## src/rtl/rns4_to_bin_mrc_pkg.sv

```systemverilog
// Shared constants for the {107,109,113,127} residue-to-binary converter:
// moduli, widths, the mixed-radix inverse table and the FSM encoding.
package rns4_pkg;

    localparam int RW = 7;
    localparam int XW = 28;

    localparam logic [RW-1:0] M1 = 7'd107;
    localparam logic [RW-1:0] M2 = 7'd109;
    localparam logic [RW-1:0] M3 = 7'd113;
    localparam logic [RW-1:0] M4 = 7'd127;

    localparam logic [XW-1:0] M_ALL = 28'd167375713;

    // inv(m_j mod m_i) mod m_i, named INV_<i><j>
    localparam logic [RW-1:0] INV_21 = 7'd54;
    localparam logic [RW-1:0] INV_31 = 7'd94;
    localparam logic [RW-1:0] INV_32 = 7'd28;
    localparam logic [RW-1:0] INV_41 = 7'd19;
    localparam logic [RW-1:0] INV_42 = 7'd7;
    localparam logic [RW-1:0] INV_43 = 7'd9;

    typedef enum logic [1:0] {
        ST_IDLE = 2'd0,
        ST_MRC  = 2'd1,
        ST_ACC  = 2'd2,
        ST_DONE = 2'd3
    } state_e;

    typedef enum logic [1:0] {
        SEL_M2 = 2'd0,
        SEL_M3 = 2'd1,
        SEL_M4 = 2'd2
    } msel_e;

    function automatic logic [RW-1:0] modulus_of(input msel_e sel);
        case (sel)
            SEL_M2:  modulus_of = M2;
            SEL_M3:  modulus_of = M3;
            default: modulus_of = M4;
        endcase
    endfunction

endpackage

```

## src/rtl/rns4_to_bin_mrc_step.sv

```systemverilog
// One mixed-radix step: ((t - a) mod m) * inv mod m, with m picked from
// the three target moduli. Purely combinational, shared by all MRC steps.
module mrc_step
    import rns4_pkg::*;
(
    input  logic [RW-1:0] t,
    input  logic [RW-1:0] a,
    input  msel_e         m_sel,
    input  logic [RW-1:0] inv,
    output logic [RW-1:0] r
);

    logic [RW-1:0]   m;
    logic [RW:0]     diff;
    logic [2*RW:0]   prod;

    always_comb begin
        m    = modulus_of(m_sel);
        diff = (t >= a) ? ({1'b0, t} - {1'b0, a})
                        : ({1'b0, t} + {1'b0, m} - {1'b0, a});
        prod = (2*RW+1)'(diff) * (2*RW+1)'(inv);
        // Constant divisors per branch keep each reduction a fixed-modulus circuit
        case (m_sel)
            SEL_M2:  r = RW'(prod % (2*RW+1)'(M2));
            SEL_M3:  r = RW'(prod % (2*RW+1)'(M3));
            default: r = RW'(prod % (2*RW+1)'(M4));
        endcase
    end

endmodule

```

## src/rtl/rns4_to_bin_mrc.sv

```systemverilog
// Residue-to-binary converter for RNS {107,109,113,127}: six sequential
// mixed-radix steps, three Horner steps, then a registered result.
module rns4_to_bin_mrc
    import rns4_pkg::*;
(
    input  logic          clk,
    input  logic          rst_n,
    input  logic          i_valid,
    output logic          i_ready,
    input  logic [RW-1:0] i_r1,
    input  logic [RW-1:0] i_r2,
    input  logic [RW-1:0] i_r3,
    input  logic [RW-1:0] i_r4,
    output logic          o_valid,
    input  logic          o_ready,
    output logic [XW-1:0] o_x,
    output logic          o_err
);

    state_e        state_q, state_d;
    logic [2:0]    step_q, step_d;
    logic [RW-1:0] t1_q, t1_d, t2_q, t2_d, t3_q, t3_d, t4_q, t4_d;
    logic          err_q, err_d;
    logic [XW-1:0] acc_q, acc_d;
    logic          i_ready_q, i_ready_d;
    logic          o_valid_q, o_valid_d;
    logic [XW-1:0] o_x_q, o_x_d;
    logic          o_err_q, o_err_d;

    logic [RW-1:0] step_t, step_a, step_inv, step_r;
    msel_e         step_m;
    logic [XW-1:0] horner_base, horner_next;
    logic [RW-1:0] horner_mult, horner_add;

    // MRC pair schedule: (2,1),(3,1),(4,1),(3,2),(4,2),(4,3)
    always_comb begin
        step_t   = t4_q;
        step_a   = t3_q;
        step_m   = SEL_M4;
        step_inv = INV_43;
        case (step_q)
            3'd0: begin step_t = t2_q; step_a = t1_q; step_m = SEL_M2; step_inv = INV_21; end
            3'd1: begin step_t = t3_q; step_a = t1_q; step_m = SEL_M3; step_inv = INV_31; end
            3'd2: begin step_t = t4_q; step_a = t1_q; step_m = SEL_M4; step_inv = INV_41; end
            3'd3: begin step_t = t3_q; step_a = t2_q; step_m = SEL_M3; step_inv = INV_32; end
            3'd4: begin step_t = t4_q; step_a = t2_q; step_m = SEL_M4; step_inv = INV_42; end
            default: ;
        endcase
    end

    mrc_step u_step (
        .t     (step_t),
        .a     (step_a),
        .m_sel (step_m),
        .inv   (step_inv),
        .r     (step_r)
    );

    always_comb begin
        horner_base = acc_q;
        horner_mult = M1;
        horner_add  = t1_q;
        case (step_q)
            3'd0: begin horner_base = XW'(t4_q); horner_mult = M3; horner_add = t3_q; end
            3'd1: begin horner_mult = M2; horner_add = t2_q; end
            default: ;
        endcase
        horner_next = horner_base * XW'(horner_mult) + XW'(horner_add);
    end

    always_comb begin
        state_d   = state_q;
        step_d    = step_q;
        t1_d      = t1_q;
        t2_d      = t2_q;
        t3_d      = t3_q;
        t4_d      = t4_q;
        err_d     = err_q;
        acc_d     = acc_q;
        i_ready_d = i_ready_q;
        o_valid_d = o_valid_q;
        o_x_d     = o_x_q;
        o_err_d   = o_err_q;
        case (state_q)
            ST_IDLE: begin
                i_ready_d = 1'b1;
                if (i_valid && i_ready_q) begin
                    t1_d      = i_r1;
                    t2_d      = i_r2;
                    t3_d      = i_r3;
                    t4_d      = i_r4;
                    err_d     = (i_r1 >= M1) || (i_r2 >= M2) || (i_r3 >= M3) || (i_r4 >= M4);
                    i_ready_d = 1'b0;
                    step_d    = 3'd0;
                    state_d   = ST_MRC;
                end
            end
            ST_MRC: begin
                case (step_q)
                    3'd0:       t2_d = step_r;
                    3'd1, 3'd3: t3_d = step_r;
                    default:    t4_d = step_r;
                endcase
                if (step_q == 3'd5) begin
                    step_d  = 3'd0;
                    state_d = ST_ACC;
                end else begin
                    step_d = step_q + 3'd1;
                end
            end
            ST_ACC: begin
                // Three Horner steps, then one cycle to register the result
                if (step_q < 3'd3) begin
                    acc_d  = horner_next;
                    step_d = step_q + 3'd1;
                end else begin
                    o_x_d     = err_q ? '0 : acc_q;
                    o_err_d   = err_q;
                    o_valid_d = 1'b1;
                    step_d    = 3'd0;
                    state_d   = ST_DONE;
                end
            end
            default: begin
                if (o_ready) begin
                    o_valid_d = 1'b0;
                    i_ready_d = 1'b1;
                    state_d   = ST_IDLE;
                end
            end
        endcase
    end

    always_ff @(posedge clk or negedge rst_n) begin
        if (!rst_n) begin
            state_q   <= ST_IDLE;
            step_q    <= '0;
            t1_q      <= '0;
            t2_q      <= '0;
            t3_q      <= '0;
            t4_q      <= '0;
            err_q     <= 1'b0;
            acc_q     <= '0;
            i_ready_q <= 1'b0;
            o_valid_q <= 1'b0;
            o_x_q     <= '0;
            o_err_q   <= 1'b0;
        end else begin
            state_q   <= state_d;
            step_q    <= step_d;
            t1_q      <= t1_d;
            t2_q      <= t2_d;
            t3_q      <= t3_d;
            t4_q      <= t4_d;
            err_q     <= err_d;
            acc_q     <= acc_d;
            i_ready_q <= i_ready_d;
            o_valid_q <= o_valid_d;
            o_x_q     <= o_x_d;
            o_err_q   <= o_err_d;
        end
    end

    assign i_ready = i_ready_q;
    assign o_valid = o_valid_q;
    assign o_x     = o_x_q;
    assign o_err   = o_err_q;

endmodule
```

## config.mk

```make
export PLATFORM = sky130hd
export DESIGN_NAME = rns4_to_bin_mrc
export DESIGN_NICKNAME = d
export VERILOG_FILES = /design/src/rtl/rns4_to_bin_mrc_pkg.sv /design/src/rtl/rns4_to_bin_mrc_step.sv /design/src/rtl/rns4_to_bin_mrc.sv
export SDC_FILE = /design/constraint.sdc
export NUM_CORES = 1
export LEC_CHECK = 0
export CAP_MARGIN = 40
export CELL_PAD_IN_SITES_DETAIL_PLACEMENT = 0
export CELL_PAD_IN_SITES_GLOBAL_PLACEMENT = 1
export CORE_MARGIN = 1
export CORE_UTILIZATION = 49
export CTS_CLUSTER_DIAMETER = 60
export DETAILED_ROUTE_END_ITERATION = 8
export PLACE_DENSITY_LB_ADDON = 0.1
export SYNTH_ARGS = -nofsm -noshare
export SYNTH_HDL_FRONTEND = slang
export SYNTH_SLANG_ARGS = --single-unit
export TNS_END_PERCENT = 5
```

## constraint.sdc

```tcl
create_clock -name clk -period 26 [get_ports clk]
set_input_delay 2.6 -clock clk [delete_from_list [all_inputs] [get_ports clk]]
set_output_delay 2.6 -clock clk [all_outputs]
set_load 0.1 [all_outputs]
```

==> out/metrics.yaml <==
outcome:
  run_status: "complete, no violations"
routing:
  firstDrtPassIters: 6
  drtIter0Drc: 867
  ant_nets: 0
  wirelength_um: 39600
  wl_met3_um: 1460
  routed.top_layer: "met4"
  drc: 0
  met1_length_um: 19100
  viasPerCell: 5.58
  vias: 12700
  wl_per_cell_um: 17.4
  wl_met2_um: 18500
grt:
  grt.overflow.total: 0
  gr-usage-all-layers: 0.260
  grt_antenna_before_repair: 0
  grt_pass1_vias: 12800
  grt_max_degree: 53
  grt_pass1_wl_um: 65500
placement:
  port_buffers: 62
  gp_congestion: 0.875
  hpwl_um: 32100
setup_path:
  critPathSlowestCell: "fa_1"
  slowest_delay_ns: 0.55
  critPathKind: "reg -> reg"
  cp-end-kind: "register"
  critPathMaxFanout: 16
  crit_path_start_kind: "register"
  cp.arrival_ns: 24.63
  crit_top_cell: "ha_1"
  required_ns: 26.30
die:
  fp.dieW_um: 178
  die-area_um2: 31800
  die_y_um: 178
  core_um2: 30600
  io_pins: 63
  initial_core_util: 0.498
  rows: 64
final_layout:
  drive_gt1_frac: 0.101
  final_util: 0.574
  layout_commonest_cell: "inv_1"
  final_cell_mix: "243 x inv_1, 154 x fa_1, 153 x ha_1, 146 x nand2_1, 122 x nor2_1"
  nets: 2222
  syn2layout_area_growth_pct: 15.3
  diodes: 0
run:
  maxCapViolations: 0
clock_network:
  cts_tree: "yes"
  cts_max_path_buffers: 2
  cts_buffers: 9
  ctsHoldBuffers: 0
  cts_sinks: 93
  clk_latency_ns: 0.37
  htree_levels: 3
  cts.clk_slew.worst_paths_ns: 0.08
  clock-root-buffer: "clkbuf_16"
logic_synthesis:
  ys.flop_type: "dfrtp_1"
  synth_seq_area_share: 0.153
  yosys-top-cells-area: "fa_1 20%, dfrtp_1 15%, ha_1 13%"
  netlist_area_um2: 15200
  synth_cells: 1780
  async_flop_share: 1.00
  yosys.area.top_type: "fa_1"
  ys_types: 94
  syn_avg_cell_area_um2: 8.55
  synth_top_area_share: 0.202
  synth_edf_count: 0
  ys_warn_count: 0
  ys_seq_elements: 93
timing:
  slew-limit-headroom: 0.407
  setup_violations: 0
  finalClockSkew_ns: 0.0117
  period_share: 0.936
  finalMaxSlewViolations: 0
  fmax_ghz: 0.0411
  period_minus_slack_ns: 24.33
  final-hold-violation-count: 0
  worstMarginPinSlew_ns: 0.890
worst_hold_path:
  min_path_type: "reg -> reg"
==> cells in the mapped netlist, types with 42 or more instances <==
library cell and number:
inv_1 243, o21ai_0 114, fa_1 154, ha_1 154, clkbuf_1 42, a21oi_1 90, xnor2_1 61, nor2_1 126
and2_1 43, nand2b_1 48, nand2_1 146, dfrtp_1 93
==> through the flow <==
step                instances  hold slack [ns]  cell area (um2)  TNS (ns)  worst slack, ns
floorplan                1794            0.470            15300         0             2.02
global route             2283            0.513            17500    -0.393          -0.0685
CTS                      2271            0.487            17300         0           0.0622
global placement         2223            0.460            16400         0           0.0800
detailed placement       2255            0.472            17000    -10.25           -0.556
finish                   2283            0.485            17500         0             1.67
==> sequential cells by signal (all words and copies together) (netlist names) <==
name     count
acc_q       28
err_q        1
i_ready      1
o_err        1
o_valid      1
o_x         28
state_q      2
step_q       3
t1_q         7
t2_q         7
t3_q         7
t4_q         7
==> cell type report <==
cell class / count / area, um2
fillers: 2786 / 13000
multi-input cells: 1408 / 12100
flip-flops and latches: 93 / 2330
repair buffers: 125 / 1470
inverters: 245 / 923
well taps: 396 / 495
clock buffers: 9 / 225
clock inverters: 7 / 50.0
==> layer usage <==
layer  vias to the layer above  GRT usage
met3                        44     0.0269
met5                         -          0
li1                       6184          -
met2                       254      0.423
met1                      6265      0.374
met4                         0     0.0547
==> worst paths after layout <==
kind / startpoint / end / slack (ns) / cells after the start
worst max-delay path: step_q[1]$_DFFE_PN0P_ / t3_q[4]$_DFFE_PN0P_ / 1.67 / 116
worst max register to register: step_q[1]$_DFFE_PN0P_ / t3_q[4]$_DFFE_PN0P_ / 1.67 / 116
worst min register to register: o_x[0]$_DFFE_PN0P_ / o_x[0]$_DFFE_PN0P_ / 0.49 / 2
worst min-delay path: o_x[0]$_DFFE_PN0P_ / o_x[0]$_DFFE_PN0P_ / 0.49 / 2
min in group asynchronous: rst_n / acc_q[3]$_DFFE_PN0P_ / 2.22 / 1
max in group asynchronous: rst_n / acc_q[20]$_DFFE_PN0P_ / 22.70 / 2
==> kinds of logic after synthesis <==
| logic type | after synthesis | synth area share |
|---|---|---|
| xor+xnor | 85 | 0.0499 |
| flops | 93 | 0.153 |
| mux | 42 | 0.0313 |
| compound gates | 413 | 0.182 |
| simple gates | 544 | 0.182 |
| buf+inv | 293 | 0.0726 |
| other cells | 2 | 0.000493 |
| fa+ha+maj | 308 | 0.329 |
==> repair_timing <==
| action | CTS | global route |
|---|---|---|
| setup buffers | 0 | 12 |
| gates resized for setup | 5 | 38 |
| pin swaps | 0 | 9 |
| setup endpoints to repair | 21 | 21 |
==> critical path: cells and delay by family (launching register included) <==
family                     cells  cell delay, ns
adders and majority gates     17            6.18
DFF                            1            0.43
buffers and inverters         14            1.51
AOI/OAI and AO/OA             42            8.64
and+or+nand+nor               33            5.23
xor gates and xnor gates       5            0.80
muxes                          5            1.47
Power is left out: the tool's default activity adds up to more than one toggle a clock period on the data nets, which glitch-free logic cannot reach.
==> patch 1: new RTL, config.mk and constraints unchanged <==
The 4 states of `state_e` get a one-hot encoding in 4 bits.
--- a/src/rtl/rns4_to_bin_mrc_pkg.sv
+++ b/src/rtl/rns4_to_bin_mrc_pkg.sv
@@ -21,9 +21,9 @@
     localparam logic [RW-1:0] INV_43 = 7'd9;
 
-    typedef enum logic [1:0] {
-        ST_IDLE = 2'd0,
-        ST_MRC  = 2'd1,
-        ST_ACC  = 2'd2,
-        ST_DONE = 2'd3
+    typedef enum logic [3:0] {
+        ST_IDLE = 4'b0001,
+        ST_MRC  = 4'b0010,
+        ST_ACC  = 4'b0100,
+        ST_DONE = 4'b1000
     } state_e;
 
Formal check against the unedited RTL: no difference found for any inputs over 10 cycles, from zero or initial values and one cycle with rst_n low; not proved beyond that.
==> patch 1 against the unedited design <==
Area after synthesis up 2.4%; routed wire length up 0.97%; sequential cell count grew 2; via count is 4.8% higher; worst setup slack better by 0.13 ns; design area up 2.5%; critical endpoint is now t3_q[1]$_DFFE_PN0P_.
Power is not shown: default switching activity piles up to over one toggle a cycle in this logic, so the estimate is an artifact.
==> patch 1: results (changes against the unedited design) <==
======================================================================
Area contributors post-synth                              fa_1 20%, dfrtp_1 15%, ha_1 12%   was fa_1 20%, dfrtp_1 15%, ha_1 13%
Overall fraction of global-route tracks in use                   25.5%   was 26.0%
Proportion of synthesized chip area in sequential cells          15.3%   about the same
1st-pass router iterations                                           5   was 6
Reg2reg end                                               t3_q[1]$_DFFE_PN0P_   was t3_q[4]$_DFFE_PN0P_
Instance count after placement with tap cells included           2,340   was 2,255
Gpl congestion                                                   0.902   was 0.875
Post-synthesis compound-gate area fraction                       17.7%   was 18.2%
Critical-path maximum fanout                                        10   was 16
Layout cell share with drive strength beyond 1                   10.9%   was 10.1%
Routed wire length                                           40,000 um   was 39,600 um
Length in cells of the worst reg-to-reg path                       116   unchanged
HPWL Detailed                                                32,600 um   was 32,100 um
Mux share of post-synthesis cell area                            2.89%   was 3.13%
Total number of vias                                            13,400   was 12,700
Non-filler cells in the finished layout                          2,368   was 2,283
Count of nets after finishing                                    2,303   was 2,222
Status                                                    complete, no violations   unchanged
Post-synthesis adder-cell area fraction                          31.9%   was 32.9%
Detailed router's first-iteration violation count                  845   was 867
Synth Area in XOR/XNOR                                           5.38%   was 4.99%
Pin count of the biggest net entering global routing                54   was 53
Startpoint of the tightest hold check path                o_x[7]$_DFFE_PN0P_   was o_x[0]$_DFFE_PN0P_
Layout Skew                                                 0.00924 ns   was 0.0117 ns
Distinct cell type count after synthesis                            99   was 94
Filler instances                                                 2,831   was 2,786
Worst R2R Setup Slack                                          1.81 ns   was 1.67 ns
Arrival time worst endpoint                                   24.45 ns   was 24.63 ns
======================================================================
==> patch 1: changes by cell type in the layout (fill, tap and decap cells not counted), moves of 11 or more <==
| cell | unedited run | this run |
|---|---|---|
| nand2_1 | 146 | 180 |
| a21oi_1 | 86 | 114 |
| nor2_1 | 122 | 142 |
| o21ai_0 | 113 | 97 |
| buf_4 | 32 | 43 |
==> patch 1: kinds of logic after synthesis <==
kind of cell	Yosys count
multiplexers	38
buffers and inverters	288
other	2
adder cells (fa/ha/maj)	305
flip-flops	95
AO/OA/AOI/OAI	420
XOR/XNOR	94
AND/OR/NAND/NOR	611
==> patch 1: critical path, delay by kind of cell, from the launching register on <==
family	cells	cell delay, ns
multiplexers	4	1.32
buffers and inverters	11	1.40
XOR/XNOR	7	1.26
adder cells (fa/ha/maj)	17	6.39
AND/OR/NAND/NOR	34	5.71
flip-flops	1	0.45
AO/OA/AOI/OAI	43	7.59
==> patch 1: how the worst min path moves through the flow <==
stage / slack [ns] / end / cells after the start
finish: 0.48 / o_x[7]$_DFFE_PN0P_ / 2
global route: 0.51 / o_x[6]$_DFFE_PN0P_ / 2
CTS: 0.49 / o_x[12]$_DFFE_PN0P_ / 2
detailed placement: 0.46 / o_err$_DFFE_PN0P_ / 2
global placement: 0.46 / o_x[4]$_DFFE_PN0P_ / 2
floorplan: 0.46 / state_q[0]$_DFFE_PN1P_ / 2
==> patch 1: cell type report <==
cell class	count	area (um^2)	area share, %
multi-input cells	1484	12400	69.0
flip-flops and latches	95	2380	13.2
repair buffers	140	1540	8.55
inverters	237	890	4.94
well taps	396	495	2.75
clock buffers	11	233	1.29
clock inverters	5	32.5	0.181
==> patch 1: repair_timing <==
item | CTS | global route
pin swaps | 2 | 8
gates cloned | 0 | 0
gates resized for setup | 5 | 51
setup endpoints to repair | 21 | 21
buffers inserted | 2 | 10
==> patch 1: through the flow <==
step                setup WS [ns]  util (%)  hold slack [ns]  TNS [ns]  area [um^2]
detailed placement         -0.626      56.3            0.463    -11.78        17400
global route              -0.0760      58.2            0.507    -0.709        18000
floorplan                   0.570         -            0.459         0        15600
finish                       1.81      58.2            0.479         0        18000
CTS                         0.106      57.3            0.486         0        17700
global placement            0.274      54.3            0.461         0        16800
==> patch 1: layer usage <==
metal / part of all wire (%) / vias to the layer above / track usage [%]
li1: - / 6481 / -
met1: 51 / 6541 / 38.7
met2: 43 / 299 / 39.0
met3: 4.7 / 35 / 3.56
met4: 1.1 / 0 / 4.00
met5: 0 / - / 0
==> patch 2: new RTL, config.mk and constraints unchanged <==
Without the edit above. Change the package constant `RW` from 7 to 8.
--- a/src/rtl/rns4_to_bin_mrc_pkg.sv
+++ b/src/rtl/rns4_to_bin_mrc_pkg.sv
@@ -3,5 +3,5 @@
 package rns4_pkg;
 
-    localparam int RW = 7;
+    localparam int RW = 8;
     localparam int XW = 28;
 
Ports: changed (resized i_r1, i_r2, i_r3 and i_r4); port bits go from 63 to 67. No check against the original RTL was run, so the function may have changed too.
==> patch 2 against the unedited design <==
Design area is 14% higher; routed wire length is 15% higher; global-route usage is 1.1 points higher; core utilization is 3.7 points higher; sequential cell count is 4 higher; area after synthesis is 8.6% higher; worst setup slack worse by 0.46 ns.
Power is left out: the tool's default activity adds up to more than one toggle a clock period on the data nets, which glitch-free logic cannot reach.
==> patch 2: results (changes against the unedited design) <==
======================================================================
Layout Skew                                                  0.0141 ns   was 0.0117 ns
Placed instance area                                       18,900 um^2   was 17,000 um^2
Worst Setup Path Type                                          reg2reg   unchanged
Reg2reg end                                               t4_q[2]$_DFFE_PN0P_   was t3_q[4]$_DFFE_PN0P_
1st-pass router iterations                                           5   was 6
Instance count after placement with tap cells included           2,555   was 2,255
Overall fraction of global-route tracks in use                   27.1%   was 26.0%
Worst flop-to-flop path startpoint                        step_q[0]$_DFFE_PN0P_   was step_q[1]$_DFFE_PN0P_
Detail-routed via count per cell                                  5.62   was 5.58
Status                                                    complete, no violations   unchanged
Worst hold-check slack                                        0.483 ns   was 0.485 ns
Routed wire length                                           45,500 um   was 39,600 um
Total of buffers placed on input and output ports                   66   was 62
Critical-path maximum fanout                                         7   was 16
Filler instances                                                 3,008   was 2,786
Area contributors post-synth                              fa_1 19%, dfrtp_1 15%, ha_1 12%   was fa_1 20%, dfrtp_1 15%, ha_1 13%
HPWL Detailed                                                36,700 um   was 32,100 um
Worst relative slew slack                                        45.1%   was 40.7%
Proportion of synthesized chip area in sequential cells          14.7%   was 15.3%
Antenna violations before repair                                     1   was 0
Vias in the first global route                                  15,100   was 12,800
Gpl congestion                                                   0.966   was 0.875
Arrival time worst endpoint                                   25.08 ns   was 24.63 ns
Layout cell share with drive strength beyond 1                   17.2%   was 10.1%
Distinct cell type count after synthesis                           101   was 94
Mean routed wirelength per cell                                17.4 um   about the same
Worst R2R Setup Slack                                          1.21 ns   was 1.67 ns
Global-route wire length before repair                       74,300 um   was 65,500 um
Length in cells of the worst reg-to-reg path                       130   was 116
Count of nets after finishing                                    2,522   was 2,222
Startpoint of the tightest hold check path                o_x[10]$_DFFE_PN0P_   was o_x[0]$_DFFE_PN0P_
======================================================================
-- patch 2: metrics by stage --
step / utilization [%] / setup slack, ns / setup TNS [ns]
6_report: 61.1 / 1.21 / 0
5_1_grt: 61.1 / -0.271 / -4.82
3_3_place_gp: 55.9 / -0.280 / -5.99
2_1_floorplan: - / 0.0587 / 0
3_5_place_dp: 57.6 / -1.03 / -23.52
4_1_cts: 59.1 / 0.00784 / 0
-- patch 2: cell families after synthesis --
group,count (synthesis),synth area share [%]
and+or+nand+nor,617,18.5
xor gates and xnor gates,96,5.09
other,2,0.0454
AOI/OAI and AO/OA,495,20.7
buffers and inverters,298,6.94
muxes,36,2.44
adders and majority gates,321,31.6
DFF,97,14.7
-- patch 2: timing repair --
action	in CTS	in global routing
gates resized for setup	23	84
buffers inserted	6	35
gates cloned	0	0
setup endpoints to repair	24	24
pin swaps	4	37
-- patch 2: layout make-up --
class / instances / area share, %
Clock inverter: 5 / 0.517
Timing Repair Buffer: 233 / 11.1
Inverter: 244 / 4.56
Tap cell: 442 / 2.75
Clock buffer: 10 / 1.19
Multi-Input combinational cell: 1580 / 67.8
Sequential cell: 97 / 12.1
-- patch 2: critical path, delay by kind of cell (launching register included) --
family	cells	cell delay, ns
AO/OA/AOI/OAI	48	7.90
XOR/XNOR	5	0.71
adder cells (fa/ha/maj)	18	6.13
buffers and inverters	14	1.81
flip-flops	1	0.43
multiplexers	5	1.67
AND/OR/NAND/NOR	40	5.99
-- patch 2: layer usage --
layer  routed length (um)  part of all wire (%)  global-route usage [%]
met2                22900                    50                    47.9
met5                   17                 0.037                       0
met4                  971                   2.1                    7.64
met1                20300                    45                    35.1
met3                 1390                   3.1                    2.29
